==> config.mk <==
export PLATFORM = sky130hd
export DESIGN_NAME = vbus_arbiter
export DESIGN_NICKNAME = d
export VERILOG_FILES = /design/src/rtl/vbus_arbiter.sv
export SDC_FILE = /design/constraint.sdc
export NUM_CORES = 1
export LEC_CHECK = 0
export CAP_MARGIN = 20
export CORE_UTILIZATION = 47
export DETAILED_ROUTE_END_ITERATION = 12
export PLACE_DENSITY = 0.81
export SLEW_MARGIN = 25
export SYNTH_ARGS = -nofsm -noshare
export SYNTH_HDL_FRONTEND = slang
export SYNTH_SLANG_ARGS = --single-unit
==> constraint.sdc <==
create_clock -name i_clk -period 1.9 [get_ports i_clk]
set_input_delay 0.475 -clock i_clk [delete_from_list [all_inputs] [get_ports i_clk]]
set_output_delay 0.475 -clock i_clk [all_outputs]
set_load 0.03 [all_outputs]
==> src/rtl/vbus_arbiter.sv <==
// vbus_arbiter: owns the shared video-RAM bus and picks its owner each cycle.
// Scanout always wins. DMA and CPU share the remaining cycles: DMA may hold
// the bus for at most MAX_DMA_BURST consecutive cycles while a CPU request is
// waiting, after which one CPU access of CPU_HOLD cycles is inserted.
//
// Ports:
//   i_clk          system clock, all state changes on posedge
//   i_rst          synchronous active-high reset
//   i_scan_req     scanout needs the bus next cycle
//   i_dma_active   DMA has work pending
//   i_cpu_req      level request for one CPU VRAM access, held until ack
//   o_free_vbus_b  low = DMA owns the bus this cycle
//   o_scan_grant   scanout owns the bus this cycle
//   o_cpu_grant    CPU owns the bus this cycle
//   o_cpu_ack      high during the last CPU-owned cycle of an access
//   o_owner        VRAM mux select: 00 idle, 01 scan, 10 dma, 11 cpu
module vbus_arbiter #(
   parameter int unsigned MAX_DMA_BURST = 16,
   parameter int unsigned CPU_HOLD      = 2
) (
   input  logic       i_clk,
   input  logic       i_rst,
   input  logic       i_scan_req,
   input  logic       i_dma_active,
   input  logic       i_cpu_req,
   output logic       o_free_vbus_b,
   output logic       o_scan_grant,
   output logic       o_cpu_grant,
   output logic       o_cpu_ack,
   output logic [1:0] o_owner
);

   localparam int unsigned BURST_W = 8;
   localparam int unsigned REM_W   = 3;

   localparam logic [1:0] OWN_IDLE = 2'b00;
   localparam logic [1:0] OWN_SCAN = 2'b01;
   localparam logic [1:0] OWN_DMA  = 2'b10;
   localparam logic [1:0] OWN_CPU  = 2'b11;

   localparam logic [BURST_W-1:0] BURST_MAX = BURST_W'(MAX_DMA_BURST);
   localparam logic [REM_W-1:0]   REM_LOAD  = REM_W'(CPU_HOLD);

   logic [1:0]         owner_q, owner_d;
   logic [BURST_W-1:0] burst_q, burst_d;
   logic [REM_W-1:0]   rem_q, rem_d;
   logic [REM_W-1:0]   rem_eff;
   logic               ack_d;
   logic               ack_edge;
   logic               cpu_may_start;

   // State and decoded output registers
   always_ff @(posedge i_clk) begin
      if (i_rst) begin
         owner_q       <= OWN_IDLE;
         burst_q       <= '0;
         rem_q         <= '0;
         o_owner       <= OWN_IDLE;
         o_free_vbus_b <= 1'b1;
         o_scan_grant  <= 1'b0;
         o_cpu_grant   <= 1'b0;
         o_cpu_ack     <= 1'b0;
      end else begin
         owner_q       <= owner_d;
         burst_q       <= burst_d;
         rem_q         <= rem_d;
         o_owner       <= owner_d;
         o_free_vbus_b <= (owner_d != OWN_DMA);
         o_scan_grant  <= (owner_d == OWN_SCAN);
         o_cpu_grant   <= (owner_d == OWN_CPU);
         o_cpu_ack     <= ack_d;
      end
   end

   // Owner decision, first matching rule wins
   always_comb begin
      owner_d       = OWN_IDLE;
      burst_d       = burst_q;
      rem_d         = rem_q;
      ack_d         = 1'b0;
      ack_edge      = o_cpu_ack;
      // The CPU cycle that just finished consumes one unit of the access.
      rem_eff       = ((owner_q == OWN_CPU) && (rem_q != '0)) ? rem_q - REM_W'(1) : rem_q;
      cpu_may_start = i_cpu_req && !ack_edge && (!i_dma_active || (burst_q == BURST_MAX));

      if (i_scan_req) begin
         owner_d = OWN_SCAN;
         rem_d   = rem_eff;
      end else if (rem_eff != '0) begin
         owner_d = OWN_CPU;
         rem_d   = rem_eff;
      end else if (cpu_may_start) begin
         owner_d = OWN_CPU;
         rem_d   = REM_LOAD;
         burst_d = '0;
      end else if (i_dma_active) begin
         owner_d = OWN_DMA;
         rem_d   = '0;
         // Burst length only matters while a CPU request is waiting.
         if (!i_cpu_req)
            burst_d = '0;
         else if (burst_q >= BURST_MAX)
            burst_d = BURST_MAX;
         else
            burst_d = burst_q + BURST_W'(1);
      end else begin
         owner_d = OWN_IDLE;
         rem_d   = '0;
         burst_d = '0;
      end

      // Ack marks the final CPU cycle; deferred if scan took that slot.
      ack_d = (owner_d == OWN_CPU) && (rem_d == REM_W'(1));
   end

   a_one_grant : assert property (@(posedge i_clk) disable iff (i_rst)
      $onehot0({o_scan_grant, o_cpu_grant, !o_free_vbus_b}));

   a_ack_in_cpu : assert property (@(posedge i_clk) disable iff (i_rst)
      o_cpu_ack |-> o_cpu_grant);

endmodule

## After elaboration in Yosys (flattened, before gate mapping)

Index checks and enable logic that the tools add are counted.

- $add $sub $neg: 2
- $lt $le $gt $ge: 1
- Eq/ne operators: 6
- Multiplexer cells: 12
- Bitwise gates (word level): 2
- Reductions and logical operators: 10

Operator list:

| operator | number |
|---|---|
| $mux W8 | 4 |
| $mux W2 | 5 |
| $mux W3 | 3 |
| $add A8 B1 Y8 const B | 1 |
| $eq A8 B5 Y1 const B | 1 |
| $ge A8 B5 Y1 const B | 1 |
| $reduce_bool A3 Y1 | 2 |
| $eq A2 B2 Y1 const B | 2 |
| $logic_and A1 B1 Y1 | 4 |
| $eq A3 B1 Y1 const B | 1 |
| $sub A3 B1 Y3 const B | 1 |
| $eq A2 B1 Y1 const B | 1 |
| $logic_not A1 Y1 | 2 |
| $ne A2 B2 Y1 const B | 1 |
| $not A1 Y1 | 2 |
| $reduce_and A2 Y1 | 1 |
| $logic_or A1 B1 Y1 | 1 |

- Flip-flop bits (word level): 17
- Bits of input ports: 5
- Output and inout port bits: 6
- Logic and storage cells: 40

## Depth between registers and ports, before layout

- Depth in word-level cells: 8
- Depth in mapped cells: 8
- Gate-level depth less buffers: 7

## Worst setup path before layout

OpenSTA, ideal clock, no wires.

- Kind: reg-to-reg
- Start: reg rem_q[0]
- End: reg burst_q[5]
- Setup time: 0.059 ns
- Arrival: 1.751 ns
- Data required time: 1.841 ns
- Path slack: 0.091 ns
- Stages on the path, launching flop included: 9
- Buffers on the path: 1
- Period minus slack after synthesis: 1.809 ns
- Cells stage by stage: dfxtp_1 > inv_1 > ha_1 > ha_1 > and3b_1 > buf_4 > mux2_4 > nor2_1 > and2_1

- Longest elaborated chain between the ends: 6
- Elaborated cells on any way between the ends: 7
- Classes of those cells: add/sub: 1; mux: 1; bitwise: 1; reduce/logical: 4

RTL lines:

| what | RTL line | RTL |
|---|---|---|
| start: declaration | 46 | `logic [REM_W-1:0] rem_q, rem_d;` |
| start signal: assignment | 66 | `rem_q <= rem_d;` |
| branches (longest 2 deep; another with $sub A3 B1 Y3) | -- |  |
| $mux W3 * | 83 | `rem_eff = ((owner_q == OWN_CPU) && (rem_q != '0)) ? rem_q - REM_W'(1) : rem_q;` |
| $reduce_bool A3 Y1 * | 89 | `end else if (rem_eff != '0) begin` |
| $not A1 Y1 (no line) * | -- |  |
| $reduce_and A2 Y1 (no line) * | -- |  |
| end signal: assignment | 65 | `burst_q <= burst_d;` |
| end: declaration | 45 | `logic [BURST_W-1:0] burst_q, burst_d;` |

Every way passes the cells marked *.
A chain may end at the register's enable or synchronous reset.

==> out/results.tsv <==
metric	value	unit
status	finished with violations	
failing checks	design-rule violations	
Seq pwr share	55.3	%
hold bufs inserted after CTS	0	
Peak VDD IR	0.314	mV
final HPWL from detailed placement	1.22	mm
EDFF count, synth	0	
pin count of the biggest net entering global routing	10	
CP Max Fanout	3	
most frequent cells after synthesis	17 x dfxtp_1, 9 x a21oi_1, 9 x nand2_1, 6 x nand3_1, 5 x inv_1	
grt met2 use	30.7	%
Power Density	655	mW/mm2
DP Area	967	um2
nets	115	
layout cells sized above 1	17.1	%
CTS tree	yes	
slowest cell delay on critical path	0.68	ns
post-synth cell types	33	
Internal Pwr Total	0.497	mW
TritonRoute pass-1 iters	8	
crit end category	output pin	
worst-margin pin slew	0.368	ns
worst skew pair latency	0.28	ns
Clock Power Share	28.3	%
Final Max Tran Viols	0	
num ports	11	
Tmin final	1.81	ns
Syn Inst Count	88	
crit start category	flip-flop	
final worst path period share	95.5	%
DR iter-0 viols	18	
Setup Fix Bufs, Post-CTS	0	
vias in the first global route	663	
area leader, netlist	dfxtp_1	
DIE HEIGHT	43.8	um
Post-Route Setup TNS	0	ns
Final ANT Viol Nets	0	
Root Driver	clkbuf_4	
Syn Area/Cell	9.33	um2
most frequent cell after synthesis	dfxtp_1	
CTS Buf Count	3	
share of the synthesized area in the top cell type	41.5	%
GR Util met1	26.0	%
Async S/R FF share, synth	0	%
diode count	0	
CP top delay family	buffers and inverters	
core area	0.00158	mm2
worst endpoint data arrival time	1.34	ns
synthesis-to-layout area growth	24.7	%
CP max-delay cell	clkdlybuf4s50_1	
sw frac	25.9	%
Sink Count	17	
CP bufs+invs	1	
die width	43.8	um
Starting Density	52.1	%
HP Class	reg -> reg	
initial antenna violation count	0	
Logic pwr share	16.3	%
Critical Path RT	1.42	ns
dpl ws	-0.0142	ns
Synthesized Nets	97	
via count	683	
Synth Flop Type	dfxtp_1	
final worst setup slack	0.0861	ns
grt total ovfl	0	
switching power	0.173	mW
gr usage total	19.4	%
WL/cell	13.8	um
first-pass GRT wire length	2.75	mm
Max Clk Rate	551	MHz
Final Util	64.9	%
Clock Skews	0.00338	ns
worst hold slack	0.488	ns
max_cap viols	0	
Worst-path clk slew	0.10	ns
slew margin rel.	75.3	%
die area	0.00192	mm2
Synth warnings	0	
cell area after synthesis	821	um2
# setup viols final	0	
post-synthesis register bit count	17	
CTS max path bufs	2	
met3 usage	3.75	%
Final Hold Fails	0	
leakage power	0.381	nW
CP cell instances	clkdlybuf4s50_1	
Max H-tree Level	1	
drt via density	5.64	
Seq/Total Area, Yosys	41.5	%
GR peak layer	met2	
RePlAce Congestion	0.773	
top cells by area, synth	dfxtp_1 41%, ha_1 6.1%, a21oi_1 5.5%, nand2_1 4.1%, nand3_1 3.7%	
Port Buffer Count	10	
final WL	1.68	mm
DRC	1	
row count	14	
crit path kind	reg -> out	
design area	0.00102	mm2
-- layout by cell type (no fill, tap or decap), types with 5 or more instances in the layout --
cell type,instances
nand3_1,6
a21oi_1,9
inv_1,5
dfxtp_1,17
clkdlybuf4s50_1,10
buf_4,5
nand2_1,9
-- repair_timing --
item | 4_1_cts | 5_1_grt
gates resized for setup | 0 | 5
hold endpoints to repair | 0 | 0
setup endpoints to repair | 0 | 8
-- metrics by stage --
step	instances	total power [mW]
global placement	117	0.476
floorplan	88	0.438
finish	121	0.670
detailed placement	117	0.480
CTS	121	0.667
global route	121	0.704
-- logic make-up (layout without fill, tap and decap cells) --
family / count (synthesis) / after routing / share of synthesized area, %
AND/OR/NAND/NOR: 39 / 39 / 28.4
AO/OA/AOI/OAI: 18 / 18 / 15.7
flip-flops: 17 / 17 / 41.5
adder cells (fa/ha/maj): 4 / 4 / 6.10
multiplexers: 3 / 3 / 4.72
buffers and inverters: 7 / 24 / 3.66
-- area by class of cell --
cell class                      count  area, um2
Sequential cell                    17        340
Fill cell                         124        553
Multi-Input combinational cell     64        480
Tap cell                           16       20.0
Clock buffer                        4       26.3
Timing Repair Buffer               15        138
Inverter                            5       18.8
-- path summary, 6_finish.rpt --
check / start / endpoint / slack [ns] / depth (start not counted)
min: burst_q[4] / burst_q[4] / 0.49 / 2
min reg2reg: burst_q[4] / burst_q[4] / 0.49 / 2
max: owner_q[0] / o_owner[0] / 0.09 / 1
max reg2reg: rem_q[0] / burst_q[4] / 0.09 / 7
-- metal layers --
metal,wire length [um],share of wire [%],vias up
li1,-,-,354
met1,801,48,305
met2,752,45,22
met3,107,6.4,2
met4,13,0.78,0
met5,0,0,-
-- flip-flops by register name (all words and copies together), names as in the netlist --
name,flops
burst_q,8
o_cpu_grant,1
owner_q,2
o_free_vbus_b,1
rem_q,3
o_scan_grant,1
o_cpu_ack,1
-- power groups by stage --
stage | sequential [mW] | combinational [mW] | clock (mW)
floorplan | 0.391 | 0.0468 | 0
global placement | 0.379 | 0.0977 | 0
detailed placement | 0.379 | 0.101 | 0
CTS | 0.371 | 0.101 | 0.195
global route | 0.372 | 0.121 | 0.211
finish | 0.371 | 0.110 | 0.190
No activity file was read; power rests on OpenSTA's default activity.
